File: config.mk
export PLATFORM = sky130hd
export DESIGN_NAME = instr_fetch_unit_flat
export DESIGN_NICKNAME = d
export VERILOG_FILES = /design/src/rtl/instr_fetch_unit_if.sv /design/src/rtl/instr_fetch_unit.sv /design/src/flat_wrapper.sv
export SDC_FILE = /design/constraint.sdc
export NUM_CORES = 1
export LEC_CHECK = 0
export BUFFER_PORTS_ARGS = -buffer_cell sky130_fd_sc_hd__buf_2
export CELL_PAD_IN_SITES_DETAIL_PLACEMENT = 0
export CELL_PAD_IN_SITES_GLOBAL_PLACEMENT = 2
export CORE_ASPECT_RATIO = 0.7
export CORE_UTILIZATION = 31
export DETAILED_ROUTE_END_ITERATION = 10
export GPL_TIMING_DRIVEN = 0
export PLACE_DENSITY = 0.85
export SLEW_MARGIN = 15
export SYNTH_ARGS = -nofsm -noshare
export SYNTH_HDL_FRONTEND = slang
export SYNTH_SLANG_ARGS = --single-unit
export TNS_END_PERCENT = 50
File: constraint.sdc
create_clock -name clk -period 7.1 [get_ports clk]
set_clock_uncertainty 0.1 [all_clocks]
set_input_delay 0.355 -clock clk [delete_from_list [all_inputs] [get_ports clk]]
set_output_delay 0.355 -clock clk [all_outputs]
set_load 0.01 [all_outputs]
File: src/rtl/instr_fetch_unit_if.sv
// Instruction fetch unit bus: instruction-memory read port, decode handshake,
// branch redirect input and status outputs.
interface instr_fetch_unit_if;
    logic [31:0] instr_address;
    logic        instr_read;
    logic        instr_waitrequest;
    logic [31:0] instr_readdata;
    logic [31:0] instr_out;
    logic        instr_valid;
    logic        instr_ready;
    logic        branch_valid;
    logic [31:0] branch_target;
    logic [31:0] pc_out;
    logic        active;

    // Fetch unit side
    modport master (
        output instr_address, instr_read, instr_out, instr_valid, pc_out, active,
        input  instr_waitrequest, instr_readdata, instr_ready, branch_valid, branch_target
    );

    // Memory / decode / branch-resolution side
    modport slave (
        input  instr_address, instr_read, instr_out, instr_valid, pc_out, active,
        output instr_waitrequest, instr_readdata, instr_ready, branch_valid, branch_target
    );
endinterface

File: src/rtl/instr_fetch_unit.sv
// Instruction fetch unit: owns the PC, issues word reads, hands each fetched
// instruction to decode and applies MIPS delay-slot branch redirection.
module instr_fetch_unit #(
    parameter logic [31:0] RESET_VECTOR = 32'hBFC00000,
    parameter logic [31:0] PC_STEP      = 32'h00000004,
    parameter logic [31:0] HALT_ADDR    = 32'h00000000
) (
    input  logic               clk,
    input  logic               reset_n,
    instr_fetch_unit_if.master bus
);

    localparam int unsigned XLEN = 32;

    typedef enum logic [1:0] {
        ST_IDLE,
        ST_FETCH,
        ST_HOLD,
        ST_HALTED
    } state_t;

    state_t            state_q;
    logic [XLEN-1:0]   pc_q;
    logic [XLEN-1:0]   instr_out_q;
    logic              instr_read_q;
    logic              instr_valid_q;
    logic              active_q;
    logic              pending_q;
    logic [XLEN-1:0]   pend_target_q;

    logic              accept;
    logic [XLEN-1:0]   next_pc_d;
    logic [XLEN-1:0]   branch_tgt;

    // Accept detection, redirect target alignment and next-PC selection
    always_comb begin
        accept     = 1'b0;
        next_pc_d  = pc_q + PC_STEP;
        branch_tgt = bus.branch_target & ~XLEN'(3);
        if (state_q == ST_HOLD && bus.instr_ready) begin
            accept = 1'b1;
        end
        if (pending_q) begin
            next_pc_d = pend_target_q;
        end
    end

    // Fetch sequencing FSM with registered bus and status outputs
    always_ff @(posedge clk) begin
        if (!reset_n) begin
            state_q       <= ST_IDLE;
            pc_q          <= RESET_VECTOR;
            instr_out_q   <= '0;
            instr_read_q  <= 1'b0;
            instr_valid_q <= 1'b0;
            active_q      <= 1'b1;
        end else begin
            case (state_q)
                ST_IDLE: begin
                    state_q      <= ST_FETCH;
                    instr_read_q <= 1'b1;
                end
                ST_FETCH: begin
                    if (!bus.instr_waitrequest) begin
                        instr_out_q   <= bus.instr_readdata;
                        instr_read_q  <= 1'b0;
                        instr_valid_q <= 1'b1;
                        state_q       <= ST_HOLD;
                    end
                end
                ST_HOLD: begin
                    if (accept) begin
                        instr_valid_q <= 1'b0;
                        pc_q          <= next_pc_d;
                        if (next_pc_d == HALT_ADDR) begin
                            state_q  <= ST_HALTED;
                            active_q <= 1'b0;
                        end else begin
                            state_q      <= ST_FETCH;
                            instr_read_q <= 1'b1;
                        end
                    end
                end
                ST_HALTED: begin
                    instr_read_q  <= 1'b0;
                    instr_valid_q <= 1'b0;
                    active_q      <= 1'b0;
                end
                default: begin
                    state_q <= ST_IDLE;
                end
            endcase
        end
    end

    // Pending delay-slot redirect: a new branch always wins, an accept consumes it
    always_ff @(posedge clk) begin
        if (!reset_n) begin
            pending_q     <= 1'b0;
            pend_target_q <= '0;
        end else if (state_q != ST_HALTED) begin
            if (bus.branch_valid) begin
                pending_q     <= 1'b1;
                pend_target_q <= branch_tgt;
            end else if (accept) begin
                pending_q <= 1'b0;
            end
        end
    end

    assign bus.instr_address = pc_q;
    assign bus.pc_out        = pc_q;
    assign bus.instr_read    = instr_read_q;
    assign bus.instr_valid   = instr_valid_q;
    assign bus.instr_out     = instr_out_q;
    assign bus.active        = active_q;

endmodule

File: src/flat_wrapper.sv
// flat-port wrapper written by rule: the top's interface ports become plain ports
module instr_fetch_unit_flat 
#(
    parameter logic [31:0] RESET_VECTOR = 32'hBFC00000,
    parameter logic [31:0] PC_STEP      = 32'h00000004,
    parameter logic [31:0] HALT_ADDR    = 32'h00000000
)
  (clk, reset_n, bus_instr_address, bus_instr_read, bus_instr_out, bus_instr_valid, bus_pc_out, bus_active, bus_instr_waitrequest, bus_instr_readdata, bus_instr_ready, bus_branch_valid, bus_branch_target);
  instr_fetch_unit_if bus_i ();
  input  logic clk;
  input  logic reset_n;
  output wire logic [$bits(bus_i.instr_address)-1:0] bus_instr_address;
  output wire logic [$bits(bus_i.instr_read)-1:0] bus_instr_read;
  output wire logic [$bits(bus_i.instr_out)-1:0] bus_instr_out;
  output wire logic [$bits(bus_i.instr_valid)-1:0] bus_instr_valid;
  output wire logic [$bits(bus_i.pc_out)-1:0] bus_pc_out;
  output wire logic [$bits(bus_i.active)-1:0] bus_active;
  input wire logic [$bits(bus_i.instr_waitrequest)-1:0] bus_instr_waitrequest;
  input wire logic [$bits(bus_i.instr_readdata)-1:0] bus_instr_readdata;
  input wire logic [$bits(bus_i.instr_ready)-1:0] bus_instr_ready;
  input wire logic [$bits(bus_i.branch_valid)-1:0] bus_branch_valid;
  input wire logic [$bits(bus_i.branch_target)-1:0] bus_branch_target;
  assign bus_instr_address = bus_i.instr_address;
  assign bus_instr_read = bus_i.instr_read;
  assign bus_instr_out = bus_i.instr_out;
  assign bus_instr_valid = bus_i.instr_valid;
  assign bus_pc_out = bus_i.pc_out;
  assign bus_active = bus_i.active;
  assign bus_i.instr_waitrequest = bus_instr_waitrequest;
  assign bus_i.instr_readdata = bus_instr_readdata;
  assign bus_i.instr_ready = bus_instr_ready;
  assign bus_i.branch_valid = bus_branch_valid;
  assign bus_i.branch_target = bus_branch_target;
  instr_fetch_unit #(.RESET_VECTOR(RESET_VECTOR), .PC_STEP(PC_STEP), .HALT_ADDR(HALT_ADDR)) u_core (.clk(clk), .reset_n(reset_n), .bus(bus_i));
endmodule
Word-level counts from Yosys, hierarchy flattened. Cells that the tools add are included.

Bits in registers: 100. Input port bits: 69. Output and inout bits: 99. Logic and storage cells: 50.

Add/sub/neg operators: 1. Equality and inequality tests: 8. Mux-type cells: 17. Bitwise operators: 1. Reduce and logical (&&, ||, !) cells: 15.

Operator list (count): 32-bit by 3-bit adder with 32-bit output, second input constant (1); 32-bit zero test (1); 32-bit two-way mux (1); 3-bit AND reduction (4); 1-bit two-way mux (9); 2-bit inequality test, second input constant (4); 2-bit AND reduction (4); 2-bit two-way mux (3); 2-bit one-hot mux with 3 select lines (1); 3-bit nonzero test (2); 2-bit equality test, second input constant (2); 1-bit one-hot mux with 4 select lines (1); 2-bit nonzero test (2); 1-bit one-hot mux with 3 select lines (1); 2-bit by 1-bit equality test with 1-bit output, second input constant (1); 2-bit zero test (1); 2-bit by 1-bit inequality test with 1-bit output, second input constant (1); 1-bit one-hot mux with 2 select lines (1); 1-bit logical AND (1); 1-bit inverter (1).

Depth between registers and ports, before layout. Gate-level depths: netlist of the first run.

Word-level depth: 6. Depth in mapped cells: 11.

Least setup slack after synthesis of the first run. OpenSTA, ideal clock, no wires.

Kind: reg-to-reg. Start point: reg u_core.pc_q[2], in the netlist u_core.bus.instr_address[2]. End point: reg u_core.state_q[1]. Setup time: 0.067 ns. Arrival time: 2.801 ns. Required time: 6.933 ns. Slack: 4.132 ns. Stages on the path, launching flop included: 11. Path buffers: 0. Clock period less this slack: 2.968 ns. Path through: dfxtp_1 > ha_1 > nand3_2 > nor4_1 > xnor2_1 > o221ai_1 > or4b_4 > nor4_4 > and4_4 > o2111ai_2 > o21ai_2.

Cells in the longest elaborated chain, start to end: 6.

Ends and longest elaborated chain: start, declared (line instr_fetch_unit.sv:23) `logic [XLEN-1:0] pc_q;`; start signal, assigned (line instr_fetch_unit.sv:74) `pc_q <= next_pc_d;`; 32-bit by 3-bit adder with 32-bit output (line instr_fetch_unit.sv:38) `next_pc_d = pc_q + PC_STEP;`; 32-bit two-way mux (line instr_fetch_unit.sv:43) `if (pending_q) begin`; 32-bit zero test (line instr_fetch_unit.sv:75) `if (next_pc_d == HALT_ADDR) begin`; 2-bit two-way mux (line instr_fetch_unit.sv:75); 2-bit two-way mux (line instr_fetch_unit.sv:72) `if (accept) begin`; 2-bit one-hot mux with 3 select lines (line instr_fetch_unit.sv:58) `case (state_q)`; end signal, assigned (line instr_fetch_unit.sv:60) `state_q <= ST_FETCH;`; end signal, assigned (line instr_fetch_unit.sv:76) `state_q <= ST_HALTED;`; end signal, assigned (line instr_fetch_unit.sv:79) `state_q <= ST_FETCH;`; end, declared (line instr_fetch_unit.sv:22) `state_t state_q;`.

No other way between the ends. The select of a mux whose other input is x is not followed. A chain may end at the register's enable or synchronous reset.

Worst setup path in the final report of the first run.
Start point: reg u_core.pc_q[2], in the netlist u_core.bus.instr_address[2]. End point: reg u_core.instr_read_q, in the netlist u_core.bus.instr_read.

Cells in the longest elaborated chain, start to end: 5.

Ends and longest elaborated chain: 32-bit by 3-bit adder with 32-bit output (line instr_fetch_unit.sv:38); 32-bit two-way mux (line instr_fetch_unit.sv:43); 32-bit zero test (line instr_fetch_unit.sv:75); 2-bit inequality test (no source line); 3-bit AND reduction (no source line); end signal, assigned (line instr_fetch_unit.sv:54) `instr_read_q <= 1'b0;`; end signal, assigned (line instr_fetch_unit.sv:80) `instr_read_q <= 1'b1;`; end signal, assigned (line instr_fetch_unit.sv:85) `instr_read_q <= 1'b0;`; end, declared (line instr_fetch_unit.sv:25) `logic instr_read_q;`.

No other way between the ends.

==> results of run 1 <==
==> sequential cells by signal (all words and copies together), names as in the netlist <==
signal                    cells
u_core.bus.active             1
u_core.bus.instr_address     32
u_core.bus.instr_out         32
u_core.bus.instr_read         1
u_core.bus.instr_valid        1
u_core.pend_target_q         30
u_core.pending_q              1
u_core.state_q                2
==> area by class of cell <==
cell class / instances / share of cell area
multi-input cells: 470 / 0.419
plain buffers: 75 / 0.0613
clock inverters: 7 / 0.0113
inverters: 12 / 0.00679
clock buffers: 9 / 0.0339
flip-flops and latches: 100 / 0.302
repair buffers: 164 / 0.124
well taps: 225 / 0.0424
==> routing by layer <==
metal  vias up  global-route usage  share of wire
met5         -                   0              0
met4         0              0.0414         0.0085
met1      2381               0.300           0.52
met3        15              0.0590          0.075
met2       180               0.271           0.40
li1       2572                   -              -
==> worst max-delay path by stage <==
stage | from | to | depth (start not counted)
after global routing | u_core.bus.instr_address[2] | u_core.bus.instr_read | 10
after global placement | u_core.bus.instr_address[2] | u_core.bus.instr_read | 10
after detailed placement | u_core.bus.instr_address[2] | u_core.bus.instr_read | 10
after CTS | u_core.bus.instr_address[2] | u_core.bus.instr_read | 10
final | u_core.bus.instr_address[2] | u_core.bus.instr_read | 10
after floorplan | u_core.bus.instr_address[2] | u_core.state_q[1] | 10
==> stage by stage <==
| stage | setup slack [ns] | power (mW) | instance area, um^2 | cells | hold slack [ns] |
|---|---|---|---|---|---|
| 3_3_place_gp | 3.42 | 0.788 | 6340 | 1046 | 0.347 |
| 5_1_grt | 2.96 | 1.35 | 6640 | 1062 | 0.125 |
| 4_1_cts | 3.28 | 1.30 | 6640 | 1062 | 0.117 |
| 6_report | 3.24 | 1.29 | 6640 | 1062 | 0.130 |
| 2_1_floorplan | 4.13 | 0.717 | 5240 | 657 | 0.338 |
| 3_5_place_dp | 3.33 | 0.791 | 6340 | 1046 | 0.357 |
==> placed cells by master, fill, tap and decap left out, drive strengths merged, types with 3 or more instances in the layout <==
master	synthesis	routed
o211a	3	3
buf	37	201
inv	12	17
clkbuf	38	47
xnor2	10	10
and4	7	7
nand2	186	186
and2	9	9
o21ai	22	22
nor2	12	12
nand2b	8	8
a21boi	73	73
a21oi	9	9
nor4	14	14
ha	5	5
o221ai	3	3
xor2	12	12
dfxtp	100	100
and3	6	6
o211ai	9	9
nor3	13	13
mux2i	6	6
a22oi	7	7
nand4	7	7
or4b	3	3
nand3	19	19
o31ai	5	5
nor2b	6	6
==> worst max-delay path: stages (launching register included) <==
cell      delay (ns)
dfxtp_1         0.52
ha_1            0.39
nand3_2         0.21
nor4_1          0.93
nand2_1         0.17
xnor2_1         0.20
mux2_2          0.29
nor4_1          0.43
and4_4          0.34
o211ai_1        0.09
o31ai_1         0.10
==> cell families (layout without fill, tap and decap cells) <==
family | after synthesis | after routing | share of synthesized area
buffers and inverters | 87 | 267 | 0.0863
muxes | 7 | 7 | 0.0136
DFF | 100 | 100 | 0.382
and+or+nand+nor | 295 | 295 | 0.275
AOI/OAI and AO/OA | 141 | 141 | 0.194
adders and majority gates | 5 | 5 | 0.0120
xor gates and xnor gates | 22 | 22 | 0.0368
==> power by group <==
group          internal (mW)  total [mW]  switching (mW)
Clock                  0.251       0.510           0.258
Combinational         0.0702       0.169          0.0986
Sequential             0.587       0.610          0.0225
Total                  0.909        1.29           0.379
==> results_dict.tcl, run 1 <==
set metrics [dict create \
    drive_gt1_frac 0.276 \
    coreArea_um2 16400 \
    multi_input_area_um2 2780 \
    port_buffers 164 \
    overflow 0 \
    holdPathEnd "u_core.bus.instr_out[19]" \
    setup_viol 0 \
    synth_common_cells "nand2_1, dfxtp_1, a21boi_0" \
    slew_viol_final 0 \
    h-tree-depth 3 \
    outcome "completed" \
    period_needed_ns 3.86 \
    synth_cell_types 51 \
    grt_pass1_wl_um 26400 \
    grt_max_degree 21 \
    hold_depth 3 \
    die_h_um 111 \
    ys_top_cells_by_area "dfxtp_1, nand2_1, a21boi_0, buf_4, clkbuf_1" \
    synth_edf_count 0 \
    syn_avg_cell_area_um2 7.97 \
    synth.top_cell.area_share 0.382 \
    power_density_nw_per_um2 194 \
    tns_ns 0 \
    crit_arrival_ns 4.02 \
    track_usage 0.198 \
    start_util 0.319 \
    crit_type "flip-flop to flip-flop" \
    yosys_register_bits 100 \
    cts_hold_buf 0 \
    yosysMostFrequentCell "nand2_1" \
    async_flop_share 0 \
    dr.pass1.iters 6 \
    synth-main-ff-cell "dfxtp_1" \
    cts_tree "yes" \
    rsz0062_at_grt "no" \
    postCtsSetupRepairBufs 0 \
    hpwlAfterDp_um 12900 \
    numCtsBuffers 9 \
    routedWlPerCell_um 15.8 \
    rrSetupSlack_ns 3.24 \
    clk_latency_ns 0.37 \
    regArea_um2 2000 \
    synth_warnings 0 \
    n_antenna_cell 0 \
    synth.largest_area_cell "dfxtp_1" \
    endpoint_kind "flip-flop" \
    vias 5148 \
    drt-total-wl_um 16700 \
    row_count 39 \
    post_cts_resized 0 \
    drc 0 \
    finalHoldViolCount 0 \
    clock_sinks 100 \
    post_drt_via_cell_ratio 4.85 \
    period_share 0.543 \
    initialDrtViolationCount 286 \
    ant_nets 0 \
    leakagePower_nw 2.86 \
    die_area_um2 17400 \
    maxCapViolCount 0 \
    rr_startpoint "u_core.bus.instr_address[2]" \
    cts_root_buffer "clkbuf_16" \
    cp_max_fo 8 \
    final_nets 906 \
    utilization 0.405 \
    worst_pin_slew_ns 1.05 \
    synth_nets 731 \
    dieWidth_um 157 \
    clk_pin_slew_ns 0.08 \
    antenna_found_initial 0 \
    r2r_end "u_core.bus.instr_read" \
    crit_path_start_kind "flip-flop" \
    num_io_pins 168 \
    grt_pass1_vias 4855 \
    crit_required_ns 7.27 \
    synthCells 657 \
    syn-cell-area_um2 5240 \
    reg2regPathDepth 10 \
    ir_worst_vdd_uv 94.6 \
    maxSlewHeadroom 0.292 \
    clockBufferDepth 2 \
    fmax_mhz 259 \
    hp-class "input port to flip-flop" \
    synth_seq_area_share 0.382 \
    routabilityCongestion 0.884 \
    holdCritStartpoint "bus_instr_readdata[19]" \
    fillers 1718 \
    syn2layout_area_growth_pct 26.8 \
]
(Power assumes the default switching activity.)
==> inputs of run 2 (changes only) <==
CORE_UTILIZATION = 26   (was 31)
PLACE_DENSITY = 0.76   (was 0.85)
clock period = 3.4 ns   (was 7.1 ns; I/O delays follow)
==> results_dict.tcl, run 2 (synthesized netlist as in run 1, its figures left out) <==
set metrics [dict create \
    outcome "completed" \
    routabilityCongestion 0.815 \
    crit_type "flip-flop to flip-flop" \
    coreArea_um2 19700 \
    period_needed_ns 3.25 \
    pwr-share-clk 0.399 \
    h-tree-depth 3 \
    post_drt_via_cell_ratio 4.48 \
    routedWlPerCell_um 15.3 \
    drive_gt1_frac 0.268 \
    hp-class "input port to flip-flop" \
    dr.pass1.iters 4 \
    num_io_pins 168 \
    die_h_um 121 \
    power_density_nw_per_um2 379 \
    crit_path_start_kind "flip-flop" \
    die_area_um2 20700 \
    overflow 0 \
    setup_viol 0 \
    period_share 0.957 \
    numCtsBuffers 9 \
    port_buffers 164 \
    crit_required_ns 3.60 \
    grt_pass1_wl_um 27800 \
    clock_sinks 100 \
    clockBufferDepth 2 \
    fmax_mhz 307 \
    syn2layout_area_growth_pct 41.4 \
    cts_root_buffer "clkbuf_16" \
    antenna_found_initial 0 \
    slew_viol_final 0 \
    drc 0 \
    p_int_mw 2.01 \
    utilization 0.375 \
    whs_ns 0.101 \
    final_nets 971 \
    rsz0062_at_grt "no" \
    layout_commonest_cell "nand2_1" \
    cts_tree "yes" \
    p_sw_mw 0.797 \
    track_usage 0.178 \
    ir_worst_vdd_uv 217 \
    crit_arrival_ns 3.45 \
    row_count 43 \
    p_seq_frac 0.454 \
    vias 5253 \
    leakagePower_nw 3.18 \
    start_util 0.265 \
    initialDrtViolationCount 357 \
    cp_max_fo 10 \
    grt_pass1_vias 4878 \
    most-common-layout-cells "nand2_1, buf_2, dfxtp_1" \
    maxCapViolCount 0 \
    p_sw_frac 0.284 \
    hpwlAfterDp_um 13500 \
    dieWidth_um 172 \
    grt_max_degree 20 \
    power_frac_comb 0.148 \
    power_mw 2.81 \
    endpoint_kind "flip-flop" \
    drt-total-wl_um 17900 \
    ant_nets 0 \
    n_antenna_cell 0 \
    tns_ns 0 \
    worst_pin_slew_ns 0.582 \
    maxSlewHeadroom 0.612 \
    clk_pin_slew_ns 0.07 \
    finalHoldViolCount 0 \
    clk_latency_ns 0.37 \
]
[run 2: stage by stage]
step                cell area, um^2  setup slack (ns)  std cells
finish                         7400             0.148       1172
detailed placement             6390            -0.354       1091
floorplan                      5240             0.432        657
CTS                            7360            0.0774       1169
global placement               6390            -0.529       1091
global route                   7400           0.00767       1172
[run 2: worst paths after layout]
check | start | to | slack (ns) | cells after the start
min reg2reg | u_core.bus.instr_out[16] | u_core.bus.instr_out[16] | 0.36 | 2
max | u_core.bus.instr_address[6] | u_core.state_q[1] | 0.15 | 10
max reg2reg | u_core.bus.instr_address[6] | u_core.state_q[1] | 0.15 | 10
min | bus_branch_valid | u_core.pend_target_q[31] | 0.10 | 4
[run 2: power groups by stage]
stage	sequential, mW	combinational, mW	clock (mW)
finish	1.27	0.414	1.12
global route	1.28	0.464	1.20
CTS	1.27	0.415	1.15
detailed placement	1.30	0.358	0
global placement	1.30	0.361	0
floorplan	1.30	0.200	0
[run 2: repair_timing]
item | CTS | global route
setup buffers | 0 | 3
setup endpoints to repair | 3 | 9
hold buffers | 62 | 0
resized for setup | 6 | 6
endpoints found under the hold margin | 62 | 0
pin swaps | 0 | 1
[run 2: final cells by class]
class / instances / area, um^2
flip-flops and latches: 100 / 2000
repair buffers: 229 / 1460
clock inverters: 7 / 86.3
inverters: 12 / 45.0
clock buffers: 9 / 225
fillers: 2156 / 12300
multi-input cells: 470 / 2830
plain buffers: 75 / 408
well taps: 270 / 338
[run 2: metal layers]
| metal | GRT usage | part of all wire | vias to the layer above |
|---|---|---|---|
| met5 | 0 | 0 | - |
| met4 | 0.0413 | 0.011 | 0 |
| met3 | 0.0390 | 0.049 | 12 |
| met2 | 0.236 | 0.39 | 125 |
| met1 | 0.281 | 0.55 | 2412 |
| li1 | - | - | 2704 |
[run 2: critical path, cell delays in order, from the launching register on]
cell and delay [ns]:
dfxtp_1 0.55, nand4_2 0.30, buf_2 0.28, or3_1 0.42, nor3_1 0.28, xor2_1 0.14, o32a_1 0.35, nor4_2 0.24
and4_4 0.31, o2111ai_2 0.11, o21ai_2 0.09
